===== src/rtl/digit_pkg.sv =====
// Shared definitions for the digit recognizer argmax back end.
// Holds the default widths/count, the FSM state enum and the score/index types.
package digit_pkg;

   localparam int unsigned SCORE_W_DEF     = 4;
   localparam int unsigned NUM_CLASSES_DEF = 10;
   localparam int unsigned IDX_W_DEF       = 4;

   typedef enum logic [1:0] {
      IDLE  = 2'd0,
      ACCUM = 2'd1,
      DONE  = 2'd2
   } state_e;

   typedef logic [SCORE_W_DEF-1:0] score_t;
   typedef logic [IDX_W_DEF-1:0]   idx_t;

endpackage


===== src/rtl/score_cmp.sv =====
// Combinational unsigned magnitude comparator for class scores.
// Ports:
//   a, b       : unsigned operands (W bits)
//   gt, lt, eq : a>b, a<b, a==b (exactly one is high)
module score_cmp #(
   parameter int unsigned W = 4
) (
   input  logic [W-1:0] a,
   input  logic [W-1:0] b,
   output logic         gt,
   output logic         lt,
   output logic         eq
);

   assign gt = (a > b);
   assign lt = (a < b);
   assign eq = (a == b);

endmodule


===== src/rtl/digit_argmax.sv =====
// Sequential argmax over a frame of NUM_CLASSES unsigned scores.
// Scores arrive in class order over a valid/ready handshake; the lowest
// index among equal maxima wins and tie reports that an equal score was seen.
// Optional macro ARGMAX_ABORT_EN adds an abort input that drops the frame.
// Ports:
//   clk, n_rst   : clock, synchronous active-low reset
//   start        : begin a frame (IDLE only)
//   score_in     : class score, score_valid qualifies it
//   score_ready  : score accepted this cycle when valid (ACCUM)
//   busy         : frame in progress
//   best_idx     : winning class index
//   best_score   : winning class score
//   tie          : another class equalled best_score
//   done         : one-cycle result-valid pulse
//   abort        : (ARGMAX_ABORT_EN only) abandon current frame
module digit_argmax
   import digit_pkg::*;
#(
   parameter int unsigned SCORE_W     = SCORE_W_DEF,
   parameter int unsigned NUM_CLASSES = NUM_CLASSES_DEF,
   parameter int unsigned IDX_W       = IDX_W_DEF
) (
   input  logic               clk,
   input  logic               n_rst,
   input  logic               start,
   input  logic [SCORE_W-1:0] score_in,
   input  logic               score_valid,
`ifdef ARGMAX_ABORT_EN
   input  logic               abort,
`endif
   output logic               score_ready,
   output logic               busy,
   output logic [IDX_W-1:0]   best_idx,
   output logic [SCORE_W-1:0] best_score,
   output logic               tie,
   output logic               done
);

   localparam logic [IDX_W-1:0] LAST_IDX = IDX_W'(NUM_CLASSES - 1);

   state_e             state_q, state_d;
   logic [IDX_W-1:0]   cnt_q, cnt_d;
   logic [IDX_W-1:0]   best_idx_q, best_idx_d;
   logic [SCORE_W-1:0] best_score_q, best_score_d;
   logic               tie_q, tie_d;
   logic               ready_q, ready_d;
   logic               busy_q, busy_d;
   logic               done_q, done_d;

   logic accept_c;
   logic abort_c;
   logic last_c;
   logic gt_c, lt_c, eq_c;

   // Incoming score against the running best
   score_cmp #(
      .W (SCORE_W)
   ) u_cmp (
      .a  (score_in),
      .b  (best_score_q),
      .gt (gt_c),
      .lt (lt_c),
      .eq (eq_c)
   );

   // ready_q is only high in ACCUM, so it doubles as the state qualifier
   assign accept_c = score_valid && ready_q;
   assign last_c   = (cnt_q == LAST_IDX);

`ifdef ARGMAX_ABORT_EN
   assign abort_c = abort && (state_q == ACCUM);
`else
   assign abort_c = 1'b0;
`endif

   // Next-state logic
   always_comb begin
      state_d = state_q;
      case (state_q)
         IDLE: begin
            if (start) begin
               state_d = ACCUM;
            end
         end
         ACCUM: begin
            // abort wins over a score accepted in the same cycle
            if (abort_c) begin
               state_d = IDLE;
            end else if (accept_c && last_c) begin
               state_d = DONE;
            end
         end
         DONE: begin
            state_d = IDLE;
         end
         default: begin
            state_d = IDLE;
         end
      endcase
   end

   // Datapath next values and registered status outputs
   always_comb begin
      cnt_d        = cnt_q;
      best_idx_d   = best_idx_q;
      best_score_d = best_score_q;
      tie_d        = tie_q;

      if ((state_q == IDLE) && start) begin
         cnt_d = '0;
         tie_d = 1'b0;
      end else if (accept_c && !abort_c) begin
         if (cnt_q == '0) begin
            best_score_d = score_in;
            best_idx_d   = '0;
            tie_d        = 1'b0;
         end else begin
            case ({gt_c, eq_c, lt_c})
               3'b100: begin
                  best_score_d = score_in;
                  best_idx_d   = cnt_q;
                  tie_d        = 1'b0;
               end
               // equal score: earlier index is kept
               3'b010:  tie_d = 1'b1;
               3'b001:  tie_d = tie_q;
               default: tie_d = tie_q;
            endcase
         end
         // counter parks on the last index; next start clears it
         if (!last_c) begin
            cnt_d = cnt_q + IDX_W'(1);
         end
      end

      ready_d = (state_d == ACCUM);
      busy_d  = (state_d == ACCUM);
      done_d  = (state_d == DONE);
   end

   // State and datapath registers
   always_ff @(posedge clk) begin
      if (!n_rst) begin
         state_q      <= IDLE;
         cnt_q        <= '0;
         best_idx_q   <= '0;
         best_score_q <= '0;
         tie_q        <= 1'b0;
         ready_q      <= 1'b0;
         busy_q       <= 1'b0;
         done_q       <= 1'b0;
      end else begin
         state_q      <= state_d;
         cnt_q        <= cnt_d;
         best_idx_q   <= best_idx_d;
         best_score_q <= best_score_d;
         tie_q        <= tie_d;
         ready_q      <= ready_d;
         busy_q       <= busy_d;
         done_q       <= done_d;
      end
   end

   assign score_ready = ready_q;
   assign busy        = busy_q;
   assign best_idx    = best_idx_q;
   assign best_score  = best_score_q;
   assign tie         = tie_q;
   assign done        = done_q;

endmodule


===== config.mk =====
export PLATFORM = sky130hd
export DESIGN_NAME = digit_argmax
export DESIGN_NICKNAME = d
export VERILOG_FILES = /design/src/rtl/digit_pkg.sv /design/src/rtl/score_cmp.sv /design/src/rtl/digit_argmax.sv
export SDC_FILE = /design/constraint.sdc
export NUM_CORES = 1
export LEC_CHECK = 0
export BUFFER_PORTS_ARGS = -buffer_cell sky130_fd_sc_hd__buf_2
export CORE_MARGIN = 2
export CORE_UTILIZATION = 35
export DETAILED_ROUTE_END_ITERATION = 8
export RECOVER_POWER = 50
export SLEW_MARGIN = 20
export SYNTH_ARGS = -nofsm -noshare
export SYNTH_HDL_FRONTEND = slang
export SYNTH_SLANG_ARGS = --single-unit

===== constraint.sdc =====
create_clock -name clk -period 1.85 [get_ports clk]
set_clock_uncertainty 0.1 [all_clocks]
set_input_delay 0.37 -clock clk [delete_from_list [all_inputs] [get_ports clk]]
set_output_delay 0.37 -clock clk [all_outputs]
set_load 0.02 [all_outputs]

-- Word level (Yosys, flattened, before mapping)
Index checks and enable logic that the tools add are counted.
- register bits after elaboration: 17
- bits of input ports: 8
- output and inout port bits: 12
- logic and storage cells: 40
- add/subtract/negate cells: 1
- order comparisons: 2
- equal/unequal tests: 7
- mux-type cells: 9
- bitwise logic cells: 3
- reductions and logical operators: 11
- operators by type and width (kind ; number):
    4-bit 2-to-1 mux ; 4
    4-bit by 1-bit adder with 4-bit output, second input constant ; 1
    2-bit by 1-bit == test with 1-bit output, second input constant ; 2
    4-bit == test ; 1
    4-bit == test, second input constant ; 1
    4-bit > comparator ; 1
    4-bit logical NOT ; 1
    4-bit less-than comparator ; 1
    2-bit 2-to-1 mux ; 2
    2-bit one-hot mux with 2 select lines ; 1
    2-bit AND reduction ; 2
    3-bit by 2-bit == test with 1-bit output, second input constant ; 1
    3-bit == test, second input constant ; 1
    1-bit logical AND ; 3
    1-bit inverter ; 3
    3-bit AND reduction ; 1
    3-bit nonzero test ; 1
    2-bit == test, second input constant ; 1
    2-bit logical NOT ; 1
    1-bit one-hot mux with 2 select lines ; 1
    2-bit nonzero test ; 1
    2-bit OR reduction ; 1
    1-bit 2-to-1 mux ; 1

-- Longest topological paths before layout
- word-level depth: 5
- mapped depth: 7

-- Modules after synthesis
From an unflattened synthesis, not the netlist that was laid out.
- cell total of the unflattened synthesis: 99
- area total of the unflattened synthesis: 909.6 µm²
- modules (own cells, without submodules) (module ; instances ; cells each ; area an instance (µm²) ; seq. area each (µm²)):
    digit_argmax ; 1 ; 83 ; 780.7 ; 340.3
    score_cmp ; 1 ; 16 ; 128.9 ; 0.0

-- Worst setup path before layout
Ideal clock, no wire load.
- path kind: reg-to-reg
- start point: reg best_score_q[1], in the netlist best_score[1]
- end point: reg best_idx_q[0], in the netlist best_idx[0]
- data arrival time: 1718 ps
- required time: 1678 ps
- setup slack: -40 ps
- stages on the path, launching flop included: 8
- cells stage by stage: dfxtp_1 -> inv_1 -> ha_1 -> nor2b_2 -> o211ai_2 -> and3_4 -> nor3_4 -> mux2i_1
- cells in the longest elaborated chain, start to end: 4
- elaborated cells between the ends (all ways): 6
- those cells by class: order compare: 2; eq/ne: 2; reduce/logical: 2
- ends and longest elaborated chain (what ; RTL line ; text):
    start: declaration ; digit_argmax.sv:44 ; logic [SCORE_W-1:0] best_score_q, best_score_d;
    start signal: assignment ; digit_argmax.sv:156 ; best_score_q <= best_score_d;
    4-bit less-than comparator (tied with other cells) ; score_cmp.sv:16 ; assign lt = (a < b);
    3-bit == test * ; digit_argmax.sv:118 ; case ({gt_c, eq_c, lt_c})
    2-bit nonzero test (no line) * ; -- ;
    3-bit AND reduction (no line) * ; -- ;
    end signal: assignment ; digit_argmax.sv:155 ; best_idx_q <= best_idx_d;
    end: declaration ; digit_argmax.sv:43 ; logic [IDX_W-1:0] best_idx_q, best_idx_d;
Every way passes the cells marked *; elsewhere a longest branch is shown, timed or not.
A chain may end at the register's enable or synchronous reset.

-- Final worst setup path
- start point: reg best_score_q[1], in the netlist best_score[1]
- end point: reg best_idx_q[3], in the netlist best_idx[3]
Same word-level chain as after synthesis.

==> impl_metrics.json <==
{
  "status": "finished clean",
  "cap_violations": 0,
  "postCtsSetupBuffers": 0,
  "crit_chain": "inv_1 -> ha_1 -> nor2b_4 -> o211ai_2 -> and3_4 -> nor3_4 -> buf_6 -> mux2i_1",
  "grt_pass1_vias": 617,
  "detailedRoute.firstPassIterationCount": 4,
  "slew_headroom": 0.786,
  "drtIter0Drc": 7,
  "netlist_instances": 96,
  "hpwl_um": 1220,
  "antenna_found_initial": 0,
  "register_area_um2": 345,
  "cp_slowest_cell": "dfxtp_4",
  "clk_pin_slew_ps": 90,
  "die_w_um": 53.5,
  "crit_required_ps": 1970,
  "yosys_warnings": 0,
  "design_area_um2": 1010,
  "hold_buffers": 0,
  "min_path_type": "input pin to flip-flop",
  "die_height_um": 53.5,
  "synth.top_cell.area_share": 0.398,
  "ios": 20,
  "grt_max_degree": 22,
  "start_kind": "flip-flop",
  "drc": 0,
  "n_antenna_cell": 0,
  "clk_path_buf_depth": 2,
  "power_density_nw_per_um2": 653,
  "dp_cells": 142,
  "area_delta_synth_final_pct": 18.1,
  "grt_pass1_wl_um": 2620,
  "setup_slack_ps": 137,
  "cts_buffers": 3,
  "cts_root_buffer": "clkbuf_4",
  "vias_per_cell": 4.65,
  "ir_drop_uv": 500,
  "final_util": 0.448,
  "cts.sinks": 17,
  "crit_type": "flip-flop to flip-flop",
  "cts_max_level": 1,
  "syn-num-nets": 111,
  "grt.total_usage": 0.128,
  "fin_setup_tns_ps": 0,
  "synthTopCellsByArea": "dfxtp_1 (40%), ha_1 (10%), nand2_1 (10%)",
  "period_needed_ps": 1710,
  "wl_per_cell_um": 10.7,
  "timing.hold.ws_ps": 228,
  "fill_cells": 239,
  "wirelength_um": 1560,
  "postCtsResizedCells": 0,
  "drive_above_1_share": 0.169,
  "fin_crit_sh": 0.926,
  "finalPower_mw": 0.660,
  "fin_nets": 134,
  "report.final.slew_viol_count": 0,
  "die_area_um2": 2860,
  "grt-ovfl-total": 0,
  "portBuffers": 19,
  "fp-row-count": 17,
  "insertion_delay_ps": 290,
  "avgSynthCellArea_um2": 8.91,
  "path_max_fanout": 6,
  "yosysTopAreaCell": "dfxtp_1",
  "ys_seq_elements": 17,
  "ant_nets": 0,
  "synth_cell_types": 25,
  "fin_cells": 146,
  "rsz0062_at_grt": "false",
  "cts_tree": "done",
  "ys_seq_area_frac": 0.398,
  "cpPeakStageDelay_ps": 360,
  "initial_core_util": 0.380,
  "setup_viol": 0,
  "tightest_slew_ps": 321,
  "fmax_ghz": 0.584,
  "critical_path_arrival_ps": 1830,
  "cp-end-kind": "flip-flop",
  "multiInputGateArea_um2": 475,
  "place_ws_ps": -57.6,
  "vias": 679,
  "hold_viol_final": 0,
  "fp.coreArea_um2": 2250,
  "netlist_area_um2": 856,
  "gp_congestion": 0.769,
  "p_leak_nw": 0.393,
  "place_area_um2": 996
}
==> metal layers <==
metal	track usage	share of wire	wire [um]
met5	0	0	0
met4	0.0513	0.013	21
met3	0.0508	0.064	100
met2	0.208	0.44	683
met1	0.149	0.48	755
==> area by class of cell <==
class,count,area share
clock buffers,4,0.0260
inverters,6,0.0223
multi-input cells,69,0.470
flip-flops and latches,17,0.342
well taps,28,0.0347
repair buffers,22,0.105
==> critical path, delay by kind of cell (launching register included) <==
kind	cells	cell delay (ps)
fa+ha+maj	1	280
compound gates	1	90
mux	1	180
flops	1	360
buf+inv	2	200
simple gates	3	450
==> worst paths after layout <==
path / start / to / slack [ps] / cells past startpoint
max reg2reg: best_score[1] / best_idx[3] / 140 / 8
max: best_score[1] / best_idx[3] / 140 / 8
min: score_in[3] / best_score[3] / 230 / 3
min reg2reg: best_idx[0] / best_idx[0] / 370 / 2
==> cell usage in the layout, fill, tap and decap left out, drive strengths merged, types with 4 or more instances in the layout <==
cell	netlist	layout
a21oi	4	4
buf	2	10
clkbuf	2	16
dfxtp	17	17
ha	7	7
inv	6	6
mux2i	8	8
nand2	23	23
nand3	4	4
nor2	5	5
==> power breakdown <==
part	leakage (nW)	switching (mW)	internal [mW]	total (mW)
clock	0.0150	0.109	0.0838	0.193
combinational	0.239	0.0503	0.0376	0.0878
sequential	0.139	0.00688	0.373	0.380
==> cells in the mapped netlist (all sizes together) <==
cell     n
nand3b   1
dfxtp   17
and2     1
nand2   23
or3b     1
mux2i    8
o211ai   1
nor2     5
clkbuf   2
and4b    2
and3     1
a21boi   2
xnor2    1
inv      6
nor3     2
xor2     2
a21oi    4
buf      2
nand4    2
nor2b    1
o21ai    1
ha       7
nand3    4
==> sequential cells by signal, summed over array words and instances (netlist names) <==
| register | flops |
|---|---|
| done | 1 |
| busy | 1 |
| best_idx | 4 |
| state_q | 2 |
| cnt_q | 4 |
| tie | 1 |
| best_score | 4 |
==> cells by family after synthesis <==
family | Yosys count | synth area share
AO/OA/AOI/OAI | 8 | 0.0614
flip-flops | 17 | 0.398
adder cells (fa/ha/maj) | 7 | 0.102
XOR/XNOR | 3 | 0.0307
multiplexers | 8 | 0.0936
AND/OR/NAND/NOR | 43 | 0.262
buffers and inverters | 10 | 0.0526
Note: power is estimated with default switching activity, not from simulation.
